### src/rtl/bsg_tag_packet_decoder.sv
//------------------------------------------------------------------------------
// bsg_tag_packet_decoder
//
// Serial receiver for the bsg_tag bit stream. Samples the one-bit tag data
// line every tag clock, recovers the packet header (node id, data_not_reset,
// len) and the payload, and presents each good packet as one parallel word
// behind a valid/yumi handshake.
//
// Wire order (multi-bit fields LSB first):
//   start(1) | node id(lg_els_lp) | data_not_reset(1) | len(lg_width_p) |
//   payload(len) | parity(1, only with BSG_TAG_PACKET_DECODER_PARITY_EN)
//
// Optional feature macro: BSG_TAG_PACKET_DECODER_PARITY_EN
//   When defined, one even-parity bit over node id, data_not_reset, len and
//   payload follows the payload; a mismatch drops the packet with error_o.
//
// Ports:
//   clk_i             tag clock, everything samples on posedge
//   reset_i           asynchronous, active-high reset
//   data_i            serial tag data
//   valid_o           a decoded packet is held on the outputs
//   yumi_i            consumer takes the held packet (only while valid_o)
//   node_id_o         node id of the held packet
//   data_not_reset_o  1 = data packet, 0 = client reset packet
//   len_o             payload length of the held packet
//   payload_o         payload, right-aligned, upper bits zero
//   error_o           one-cycle pulse: malformed packet dropped
//   overflow_o        one-cycle pulse: good packet dropped, output full
//------------------------------------------------------------------------------
module bsg_tag_packet_decoder #(
   parameter int els_p               = 64,
   parameter int lg_width_p          = 4,
   parameter int max_payload_width_p = 10,
   localparam int lg_els_lp          = $clog2(els_p)
) (
   input  logic                           clk_i,
   input  logic                           reset_i,
   input  logic                           data_i,
   output logic                           valid_o,
   input  logic                           yumi_i,
   output logic [lg_els_lp-1:0]           node_id_o,
   output logic                           data_not_reset_o,
   output logic [lg_width_p-1:0]          len_o,
   output logic [max_payload_width_p-1:0] payload_o,
   output logic                           error_o,
   output logic                           overflow_o
);

   // One counter serves both header fields, so it is as wide as the wider one.
   localparam int cnt_width_lp = (lg_els_lp > lg_width_p) ? lg_els_lp : lg_width_p;

   localparam logic [cnt_width_lp-1:0] cnt_zero_lp = {cnt_width_lp{1'b0}};
   localparam logic [cnt_width_lp-1:0] cnt_one_lp  = cnt_width_lp'(1);
   localparam logic [cnt_width_lp-1:0] node_last_lp = cnt_width_lp'(lg_els_lp - 1);
   localparam logic [cnt_width_lp-1:0] len_last_lp  = cnt_width_lp'(lg_width_p - 1);

   localparam logic [lg_width_p-1:0] len_zero_lp = {lg_width_p{1'b0}};
   localparam logic [lg_width_p-1:0] len_one_lp  = lg_width_p'(1);

   localparam logic [lg_els_lp-1:0]           node_zero_lp = {lg_els_lp{1'b0}};
   localparam logic [max_payload_width_p-1:0] pay_zero_lp  = {max_payload_width_p{1'b0}};

`ifdef BSG_TAG_PACKET_DECODER_PARITY_EN
   localparam int parity_width_lp = lg_els_lp + 1 + lg_width_p + max_payload_width_p;

   // Even parity: the XOR of the covered bits is the parity bit to send.
   function automatic logic even_parity(input logic [parity_width_lp-1:0] bits_i);
      return ^bits_i;
   endfunction

   typedef enum logic [2:0] {
      S_IDLE    = 3'd0,
      S_NODE    = 3'd1,
      S_DNR     = 3'd2,
      S_LEN     = 3'd3,
      S_PAYLOAD = 3'd4,
      S_PARITY  = 3'd5
   } state_e;
`else
   typedef enum logic [2:0] {
      S_IDLE    = 3'd0,
      S_NODE    = 3'd1,
      S_DNR     = 3'd2,
      S_LEN     = 3'd3,
      S_PAYLOAD = 3'd4
   } state_e;
`endif

   // Receive FSM and shadow packet
   state_e                          state_q,   state_d;
   logic [cnt_width_lp-1:0]         cnt_q,     cnt_d;
   logic [lg_width_p-1:0]           pay_cnt_q, pay_cnt_d;
   logic [lg_els_lp-1:0]            node_sh_q, node_sh_d;
   logic                            dnr_sh_q,  dnr_sh_d;
   logic [lg_width_p-1:0]           len_sh_q,  len_sh_d;
   logic [max_payload_width_p-1:0]  pay_sh_q,  pay_sh_d;
   logic                            done_q,    done_d;
`ifdef BSG_TAG_PACKET_DECODER_PARITY_EN
   logic                            par_sh_q,  par_sh_d;
`endif

   // Output register
   logic                            valid_q,   valid_d;
   logic [lg_els_lp-1:0]            node_q,    node_d;
   logic                            dnr_q,     dnr_d;
   logic [lg_width_p-1:0]           len_q,     len_d;
   logic [max_payload_width_p-1:0]  payload_q, payload_d;
   logic                            error_q,   error_d;
   logic                            overflow_q, overflow_d;

   // Helper terms
   logic [lg_width_p-1:0]           len_final_s;
   logic [max_payload_width_p-1:0]  pay_bit_s;
   logic                            pay_last_s;
   logic                            oversize_s;
   logic                            parity_bad_s;

   // Field-assembly helpers for the current sample
   always_comb begin
      // len as it will be once the current bit is shifted in (LSB first)
      len_final_s = {data_i, len_sh_q[lg_width_p-1:1]};
      // Payload bit k lands at shadow bit k; indices past the register fall off.
      pay_bit_s   = {{(max_payload_width_p-1){1'b0}}, data_i} << pay_cnt_q;
      pay_last_s  = (pay_cnt_q == (len_sh_q - len_one_lp));
      oversize_s  = ({{(32-lg_width_p){1'b0}}, len_sh_q} > 32'(max_payload_width_p));
`ifdef BSG_TAG_PACKET_DECODER_PARITY_EN
      parity_bad_s = (even_parity({node_sh_q, dnr_sh_q, len_sh_q, pay_sh_q}) != par_sh_q);
`else
      parity_bad_s = 1'b0;
`endif
   end

   // Receive FSM next-state: walk the serial fields into the shadow packet
   always_comb begin
      state_d   = state_q;
      cnt_d     = cnt_q;
      pay_cnt_d = pay_cnt_q;
      node_sh_d = node_sh_q;
      dnr_sh_d  = dnr_sh_q;
      len_sh_d  = len_sh_q;
      pay_sh_d  = pay_sh_q;
      done_d    = 1'b0;
`ifdef BSG_TAG_PACKET_DECODER_PARITY_EN
      par_sh_d  = par_sh_q;
`endif

      case (state_q)
         S_IDLE: begin
            if (data_i) begin
               // Start bit: clear the shadow so short payloads read zero above len.
               state_d   = S_NODE;
               cnt_d     = cnt_zero_lp;
               pay_cnt_d = len_zero_lp;
               node_sh_d = node_zero_lp;
               dnr_sh_d  = 1'b0;
               len_sh_d  = len_zero_lp;
               pay_sh_d  = pay_zero_lp;
`ifdef BSG_TAG_PACKET_DECODER_PARITY_EN
               par_sh_d  = 1'b0;
`endif
            end else begin
               state_d = S_IDLE;
            end
         end

         S_NODE: begin
            node_sh_d = {data_i, node_sh_q[lg_els_lp-1:1]};
            if (cnt_q == node_last_lp) begin
               cnt_d   = cnt_zero_lp;
               state_d = S_DNR;
            end else begin
               cnt_d   = cnt_q + cnt_one_lp;
            end
         end

         S_DNR: begin
            dnr_sh_d = data_i;
            state_d  = S_LEN;
         end

         S_LEN: begin
            len_sh_d = len_final_s;
            if (cnt_q == len_last_lp) begin
               cnt_d = cnt_zero_lp;
               if (len_final_s == len_zero_lp) begin
`ifdef BSG_TAG_PACKET_DECODER_PARITY_EN
                  state_d = S_PARITY;
`else
                  state_d = S_IDLE;
                  done_d  = 1'b1;
`endif
               end else begin
                  state_d   = S_PAYLOAD;
                  pay_cnt_d = len_zero_lp;
               end
            end else begin
               cnt_d = cnt_q + cnt_one_lp;
            end
         end

         S_PAYLOAD: begin
            pay_sh_d = pay_sh_q | pay_bit_s;
            if (pay_last_s) begin
               pay_cnt_d = len_zero_lp;
`ifdef BSG_TAG_PACKET_DECODER_PARITY_EN
               state_d   = S_PARITY;
`else
               state_d   = S_IDLE;
               done_d    = 1'b1;
`endif
            end else begin
               pay_cnt_d = pay_cnt_q + len_one_lp;
            end
         end

`ifdef BSG_TAG_PACKET_DECODER_PARITY_EN
         S_PARITY: begin
            par_sh_d = data_i;
            state_d  = S_IDLE;
            done_d   = 1'b1;
         end
`endif

         default: begin
            state_d = S_IDLE;
         end
      endcase
   end

   // Receive FSM state and shadow registers
   always_ff @(posedge clk_i or posedge reset_i) begin
      if (reset_i) begin
         state_q   <= S_IDLE;
         cnt_q     <= cnt_zero_lp;
         pay_cnt_q <= len_zero_lp;
         node_sh_q <= node_zero_lp;
         dnr_sh_q  <= 1'b0;
         len_sh_q  <= len_zero_lp;
         pay_sh_q  <= pay_zero_lp;
         done_q    <= 1'b0;
`ifdef BSG_TAG_PACKET_DECODER_PARITY_EN
         par_sh_q  <= 1'b0;
`endif
      end else begin
         state_q   <= state_d;
         cnt_q     <= cnt_d;
         pay_cnt_q <= pay_cnt_d;
         node_sh_q <= node_sh_d;
         dnr_sh_q  <= dnr_sh_d;
         len_sh_q  <= len_sh_d;
         pay_sh_q  <= pay_sh_d;
         done_q    <= done_d;
`ifdef BSG_TAG_PACKET_DECODER_PARITY_EN
         par_sh_q  <= par_sh_d;
`endif
      end
   end

   // Completion classification and valid/yumi handshake
   always_comb begin
      valid_d    = valid_q;
      node_d     = node_q;
      dnr_d      = dnr_q;
      len_d      = len_q;
      payload_d  = payload_q;
      error_d    = 1'b0;
      overflow_d = 1'b0;

      if (valid_q && yumi_i) begin
         valid_d = 1'b0;
      end else begin
         valid_d = valid_q;
      end

      // done_q marks the cycle after the last bit; the shadow is still intact
      // here even if the next start bit is being accepted in the same cycle.
      if (done_q) begin
         if (oversize_s) begin
            error_d = 1'b1;
         end else if (parity_bad_s) begin
            error_d = 1'b1;
         end else if (!valid_q || yumi_i) begin
            valid_d   = 1'b1;
            node_d    = node_sh_q;
            dnr_d     = dnr_sh_q;
            len_d     = len_sh_q;
            payload_d = pay_sh_q;
         end else begin
            overflow_d = 1'b1;
         end
      end else begin
         error_d    = 1'b0;
         overflow_d = 1'b0;
      end
   end

   // Output register
   always_ff @(posedge clk_i or posedge reset_i) begin
      if (reset_i) begin
         valid_q    <= 1'b0;
         node_q     <= node_zero_lp;
         dnr_q      <= 1'b0;
         len_q      <= len_zero_lp;
         payload_q  <= pay_zero_lp;
         error_q    <= 1'b0;
         overflow_q <= 1'b0;
      end else begin
         valid_q    <= valid_d;
         node_q     <= node_d;
         dnr_q      <= dnr_d;
         len_q      <= len_d;
         payload_q  <= payload_d;
         error_q    <= error_d;
         overflow_q <= overflow_d;
      end
   end

   assign valid_o          = valid_q;
   assign node_id_o        = node_q;
   assign data_not_reset_o = dnr_q;
   assign len_o            = len_q;
   assign payload_o        = payload_q;
   assign error_o          = error_q;
   assign overflow_o       = overflow_q;

endmodule

### config.mk
export PLATFORM = sky130hd
export DESIGN_NAME = bsg_tag_packet_decoder
export DESIGN_NICKNAME = d
export VERILOG_FILES = /design/src/rtl/bsg_tag_packet_decoder.sv
export SDC_FILE = /design/constraint.sdc
export NUM_CORES = 1
export LEC_CHECK = 0
export ABC_AREA = 0
export BUFFER_PORTS_ARGS = -buffer_cell sky130_fd_sc_hd__buf_2
export CORE_MARGIN = 5
export CORE_UTILIZATION = 59
export CTS_BUF_LIST = sky130_fd_sc_hd__clkbuf_4
export DETAILED_ROUTE_END_ITERATION = 12
export PLACE_DENSITY = 0.8
export SLEW_MARGIN = 20
export SYNTH_ARGS = -nofsm -noshare
export SYNTH_HDL_FRONTEND = slang
export SYNTH_SLANG_ARGS = --single-unit
### constraint.sdc
create_clock -name clk_i -period 3.25 [get_ports clk_i]
set_input_delay 0.65 -clock clk_i [delete_from_list [all_inputs] [get_ports clk_i]]
set_output_delay 0.65 -clock clk_i [all_outputs]
set_load 0.01 [all_outputs]
==> impl_metrics.toml, run 1 <==
[run_status]
status = "complete, no violations"

[global_route]
grt_first_pass_wirelength_um = 8420
gr-usage-all-layers = 0.174
overflow = 0
antenna_found_initial = 0
grt_pass1_vias = 1829
grt_max_degree = 41

[sta]
hold_violations = 0
fin_crit_ns = 1.90
fin_ws_ns = 1.35
skew_ns = 0.0175
slew_headroom = 0.614
tns_ns = 0
worst_pin_slew_ns = 0.578
finalMaxSlewViolations = 0
fin_crit_sh = 0.584
fmax_mhz = 527
setup_viol = 0
rsz0062_at_grt = "false"

[synthesis]
postSynthNetCount = 243
ys_types = 47
syn-cell-area_sq_mm = 0.00268
yosysSeqAreaShare = 0.551
yosysTopAreaCellShare = 0.551
synth_top_cells_by_area = "dfrtp_1, mux2_2, a22o_1, nor2_1, nand2_1"
syn_inst = 234
ys_ff_latch = 59
synth.avg_cell_area_sq_um = 11.4
synth_ff_type = "dfrtp_1"
synth_edf_count = 0
synth.largest_area_cell = "dfrtp_1"
synthArstFlopShare = 1.00
synth_warnings = 0

[placement]
place_congestion = 0.815
dp_hpwl_um = 3150
portBuffers = 27
dpl_worst_slack_ns = 1.30

[cts]
clkLatencyLatePin_ns = 0.39
clock-sinks = 59
htree_levels = 3
cts_resized = 0
cts.reportedPaths.clkPinSlew_ns = 0.11
ctsHoldBuffers = 0
tritoncts = "yes"
root_buffer = "clkbuf_4"
cts_buffer_depth = 2
cts_buffers = 9
postCtsSetupBuffers = 0

[final_layout]
final_cell_mix = "dfrtp_1, buf_2, nor2_1"
drive_above_1_share = 0.272
area_delta_synth_final_pct = 10.7
fill_cells = 339
nets = 269
layout_commonest_cell = "dfrtp_1"
n_antenna_cell = 0

[detailed_routing]
ant_nets = 0
drc = 0
vias = 1816
wl_um = 4610
routed_via_density = 5.73
drt_iter0_markers = 79
wl_per_cell_um = 14.5
dr.pass1.iters = 4

[floorplanning]
fp.coreArea_sq_mm = 0.00438
io_pins = 28
fp-row-count = 24
initial_utilization = 0.611
die_x_um = 77.4
dieArea_sq_mm = 0.00599
die_h_um = 77.4

[critical_path]
required_ns = 3.52
crit_fanout = 8
start_kind = "register"
crit_path_end_kind = "register"
worst_ep_arrival_time_ns = 2.16
critical_path_class = "reg -> reg"

[run]
max-cap-violations = 0

[power]
irDropWorstVdd_mv = 0.374
p_leak_nw = 1.50
power_density_mw_per_mm2 = 703

[worst_hold_path]
worstHoldPathType = "in -> async"
worst max-delay path: stages, from the launching register on:
cell	delay [ns]
dfrtp_1	0.48
inv_1	0.09
ha_1	0.30
xnor2_1	0.14
nor3_2	0.32
a21oi_2	0.14
mux2_1	0.30
synthesized netlist by cell type, types with 2 or more instances:
library cell	number
dfrtp_1	59
nor2_1	20
mux2_2	18
nand2_1	17
nand3_1	12
a22o_1	10
inv_1	9
a21oi_1	8
buf_2	7
clkbuf_1	6
ha_1	5
nor2b_1	5
mux2_1	4
o21ai_0	4
xnor2_1	4
a32o_1	3
nor3_2	3
o22ai_1	3
a311oi_1	2
a31oi_1	2
a41oi_1	2
and3b_1	2
nand2b_1	2
o21ai_1	2
or2_1	2
or2_2	2
cell type report:
cell class,count,area [sq um],area share
inverters,9,33.8,0.0114
flip-flops and latches,59,1480,0.498
clock buffers,9,67.6,0.0228
clock inverters,7,67.6,0.0228
well taps,52,65.1,0.0220
repair buffers,29,150,0.0507
multi-input cells,152,1100,0.372
path summary, 6_finish.rpt:
path	slack, ns	to	start	depth (start not counted)
worst max-delay path	1.35	pay_cnt_q[0]	len_sh_q[1]	6
worst min-delay path	0.22	node_id_o[0]	reset_i	2
worst max register to register	1.35	pay_cnt_q[0]	len_sh_q[1]	6
worst min register to register	0.49	data_not_reset_o	data_not_reset_o	1
max in group asynchronous	2.19	cnt_q[2]	reset_i	3
min in group clk_i	0.49	data_not_reset_o	data_not_reset_o	1
routing by layer:
layer	global-route usage	up-vias	wire length (um)
met4	0.0893	0	29
li1	-	886	-
met3	0.0405	4	235
met5	0	-	0
met2	0.268	43	2140
met1	0.232	883	2200
where the power goes:
group          total [W]  switching, W  internal [W]  leakage, nW
Sequential       0.00103      0.000174      0.000857        0.801
Combinational   0.000549      0.000300      0.000249        0.631
Clock           0.000505      0.000273      0.000231       0.0698
stage by stage:
| stage | instance area (sq um) | util | std cells | hold WS (ns) | total power (W) |
|---|---|---|---|---|---|
| finish | 2960 | 0.676 | 317 | 0.216 | 0.00208 |
| global route | 2960 | 0.676 | 317 | 0.231 | 0.00224 |
| CTS | 2960 | 0.676 | 317 | 0.213 | 0.00210 |
| detailed placement | 2830 | 0.645 | 301 | 0.476 | 0.00159 |
| global placement | 2830 | 0.645 | 301 | 0.456 | 0.00157 |
| floorplan | 2680 | - | 234 | 0.441 | 0.00147 |
kinds of logic (layout without fill, tap and decap cells):
kind of cell               count (synthesis)  after routing  synth area share
xor gates and xnor gates                   6              6            0.0252
adders and majority gates                  5              5            0.0234
muxes                                     22             22            0.0925
and+or+nand+nor                           75             75             0.145
AOI/OAI and AO/OA                         44             44             0.125
DFF                                       59             59             0.551
buffers and inverters                     23             54            0.0369
flip-flops by register name, summed over array words and instances (netlist names), 3 cells and up:
| register | flops |
|---|---|
| pay_sh_q | 10 |
| payload_o | 10 |
| cnt_q | 6 |
| node_id_o | 6 |
| node_sh_q | 6 |
| len_o | 4 |
| len_sh_q | 4 |
| pay_cnt_q | 4 |
| state_q | 3 |
(Power assumes the default switching activity.)
==> run 2, diff against run 1 <==
==> constraint.sdc (replaced) <==
create_clock -name clk_i -period 1.95 [get_ports clk_i]
set_input_delay 0.39 -clock clk_i [delete_from_list [all_inputs] [get_ports clk_i]]
set_output_delay 0.39 -clock clk_i [all_outputs]
set_load 0.01 [all_outputs]
==> run 2 against run 1 <==
- global-route usage up 0.82 points
- worst setup slack worse by 1.2 ns
- utilization up 2.0 points
- sequential share of layout area down 1.4 points
- maximum frequency up 6.0%
- critical path type unchanged
- largest power group unchanged
- highest routed layer unchanged
==> impl_metrics.toml, run 2 (same netlist as run 1, synthesis figures left out) <==
[cts]
tritoncts = "yes"
cts_buffer_depth = 2
clkLatencyLatePin_ns = 0.40
root_buffer = "clkbuf_4"
cts.reportedPaths.clkPinSlew_ns = 0.10
clock-sinks = 59
cts_buffers = 9
postCtsSetupBuffers = 0
htree_levels = 3

[power]
p_sw_frac = 0.355
power_density_mw_per_mm2 = 1180
seq_power_share = 0.465
intPower_w = 0.00232
p_leak_nw = 1.55
comb_power_share = 0.297
p_sw_w = 0.00127
clkPwrFrac = 0.238
irDropWorstVdd_mv = 0.603

[floorplanning]
io_pins = 28
initial_utilization = 0.611
fp-row-count = 24
die_h_um = 77.4
die_x_um = 77.4
fp.coreArea_sq_mm = 0.00438
dieArea_sq_mm = 0.00599

[run_status]
status = "complete, no violations"

[sta]
rsz0062_at_grt = "false"
fmax_mhz = 559
finalMaxSlewViolations = 0
tns_ns = 0
fin_crit_ns = 1.79
skew_ns = 0.0163
worst_pin_slew_ns = 0.478
slew_headroom = 0.681
hold_violations = 0
fin_crit_sh = 0.918
setup_viol = 0

[critical_path]
r2r-start = "len_sh_q[1]"
start_kind = "register"
worst_ep_arrival_time_ns = 2.08
rrSetupSlack_ns = 0.16
required_ns = 2.24
critPathLaunch = "len_sh_q[1]"
critical_path_class = "reg -> reg"
r2r_end = "pay_cnt_q[2]"
crit_fanout = 8
rr_worst_depth = 6
crit_path_end_kind = "register"

[final_layout]
final_cell_mix = "dfrtp_1, buf_2, nor2_1"
layout_commonest_cell = "dfrtp_1"
area_delta_synth_final_pct = 14.0
n_antenna_cell = 0
fin_util = 0.696
nets = 276
multi_input_area_sq_mm = 0.00111
drive_above_1_share = 0.290
fill_cells = 337
ff_latch_area_sq_mm = 0.00148

[placement]
dp_hpwl_um = 3390
portBuffers = 27
place_congestion = 0.842

[global_route]
gr-usage-all-layers = 0.183
grt_first_pass_wirelength_um = 8630
overflow = 0
antenna_found_initial = 0
grt_pass1_vias = 1856
grt_max_degree = 38

[detailed_routing]
vias = 1867
drc = 0
wl_per_cell_um = 15.2
routed_via_density = 5.76
dr.pass1.iters = 4
wl_um = 4940
drt_iter0_markers = 110
ant_nets = 0

[worst_hold_path]
min-delay-start = "yumi_i"
worstHoldPathType = "in -> reg"
whs_endpoint = "overflow_o"
whs_path_depth = 3

[run]
max-cap-violations = 0
run 2: cell types whose count changed in the layout (fill, tap and decap cells not counted), sizes merged:
cell         before  now
buf              29   35
dlygate4sd3       0    1
inv              10    9
clkinv            3    2
clkbuf            9   11
run 2: routing by layer:
metal  part of all wire  vias up  global-route usage
li1                   -      903                   -
met1               0.46      924               0.233
met2               0.48       32               0.284
met4              0.018        0              0.0911
met3              0.038        8              0.0556
met5                  0        -                   0
run 2: repair_timing:
action                                  CTS  global route
hold buffers                              1             0
endpoints found under the setup margin    0             2
resized for setup                         0             2
endpoints found under the hold margin    21             0
run 2: worst max path at each step:
| stage | end | slack [ns] | cells after the start |
|---|---|---|---|
| 6_report | pay_cnt_q[2] | 0.16 | 6 |
| 3_3_place_gp | pay_cnt_q[2] | 0.18 | 6 |
| 5_1_grt | pay_cnt_q[0] | 0.04 | 6 |
| 2_1_floorplan | cnt_q[0] | 0.10 | 1 |
| 4_1_cts | pay_cnt_q[0] | 0.08 | 6 |
| 3_5_place_dp | pay_cnt_q[2] | 0.10 | 6 |
run 2: worst max-delay path, cell delays in order (launching register included):
cell and delay (ns):
dfrtp_1 0.46, inv_1 0.11, ha_1 0.15, xor3_1 0.26, nor3_4 0.26, a21oi_2 0.13
a221o_1 0.32
run 2: power by group through the flow:
stage	clock network (W)	logic (W)	registers (W)
floorplan	0	0.000854	0.00160
global placement	0	0.000994	0.00168
detailed placement	0	0.00103	0.00169
CTS	0.000874	0.00105	0.00167
global route	0.000936	0.00121	0.00171
finish	0.000853	0.00107	0.00167
run 2: metrics by stage:
stage | instance area, sq um | std cells | power (W) | worst slack (ns) | hold slack, ns
global route | 3050 | 324 | 0.00385 | 0.0387 | 0.299
global placement | 2900 | 307 | 0.00267 | 0.182 | 0.434
floorplan | 2680 | 234 | 0.00245 | 0.104 | 0.441
CTS | 3040 | 324 | 0.00359 | 0.0829 | 0.278
detailed placement | 2900 | 307 | 0.00273 | 0.101 | 0.435
finish | 3050 | 324 | 0.00359 | 0.161 | 0.304
run 2: cell type report:
cell class	count	share of cell area
tap	52	0.0213
clock buffer	11	0.0271
multi-input combinational	152	0.363
clock inverter	5	0.0176
inverter	9	0.0111
sequential	59	0.484
timing repair buffer	36	0.0754
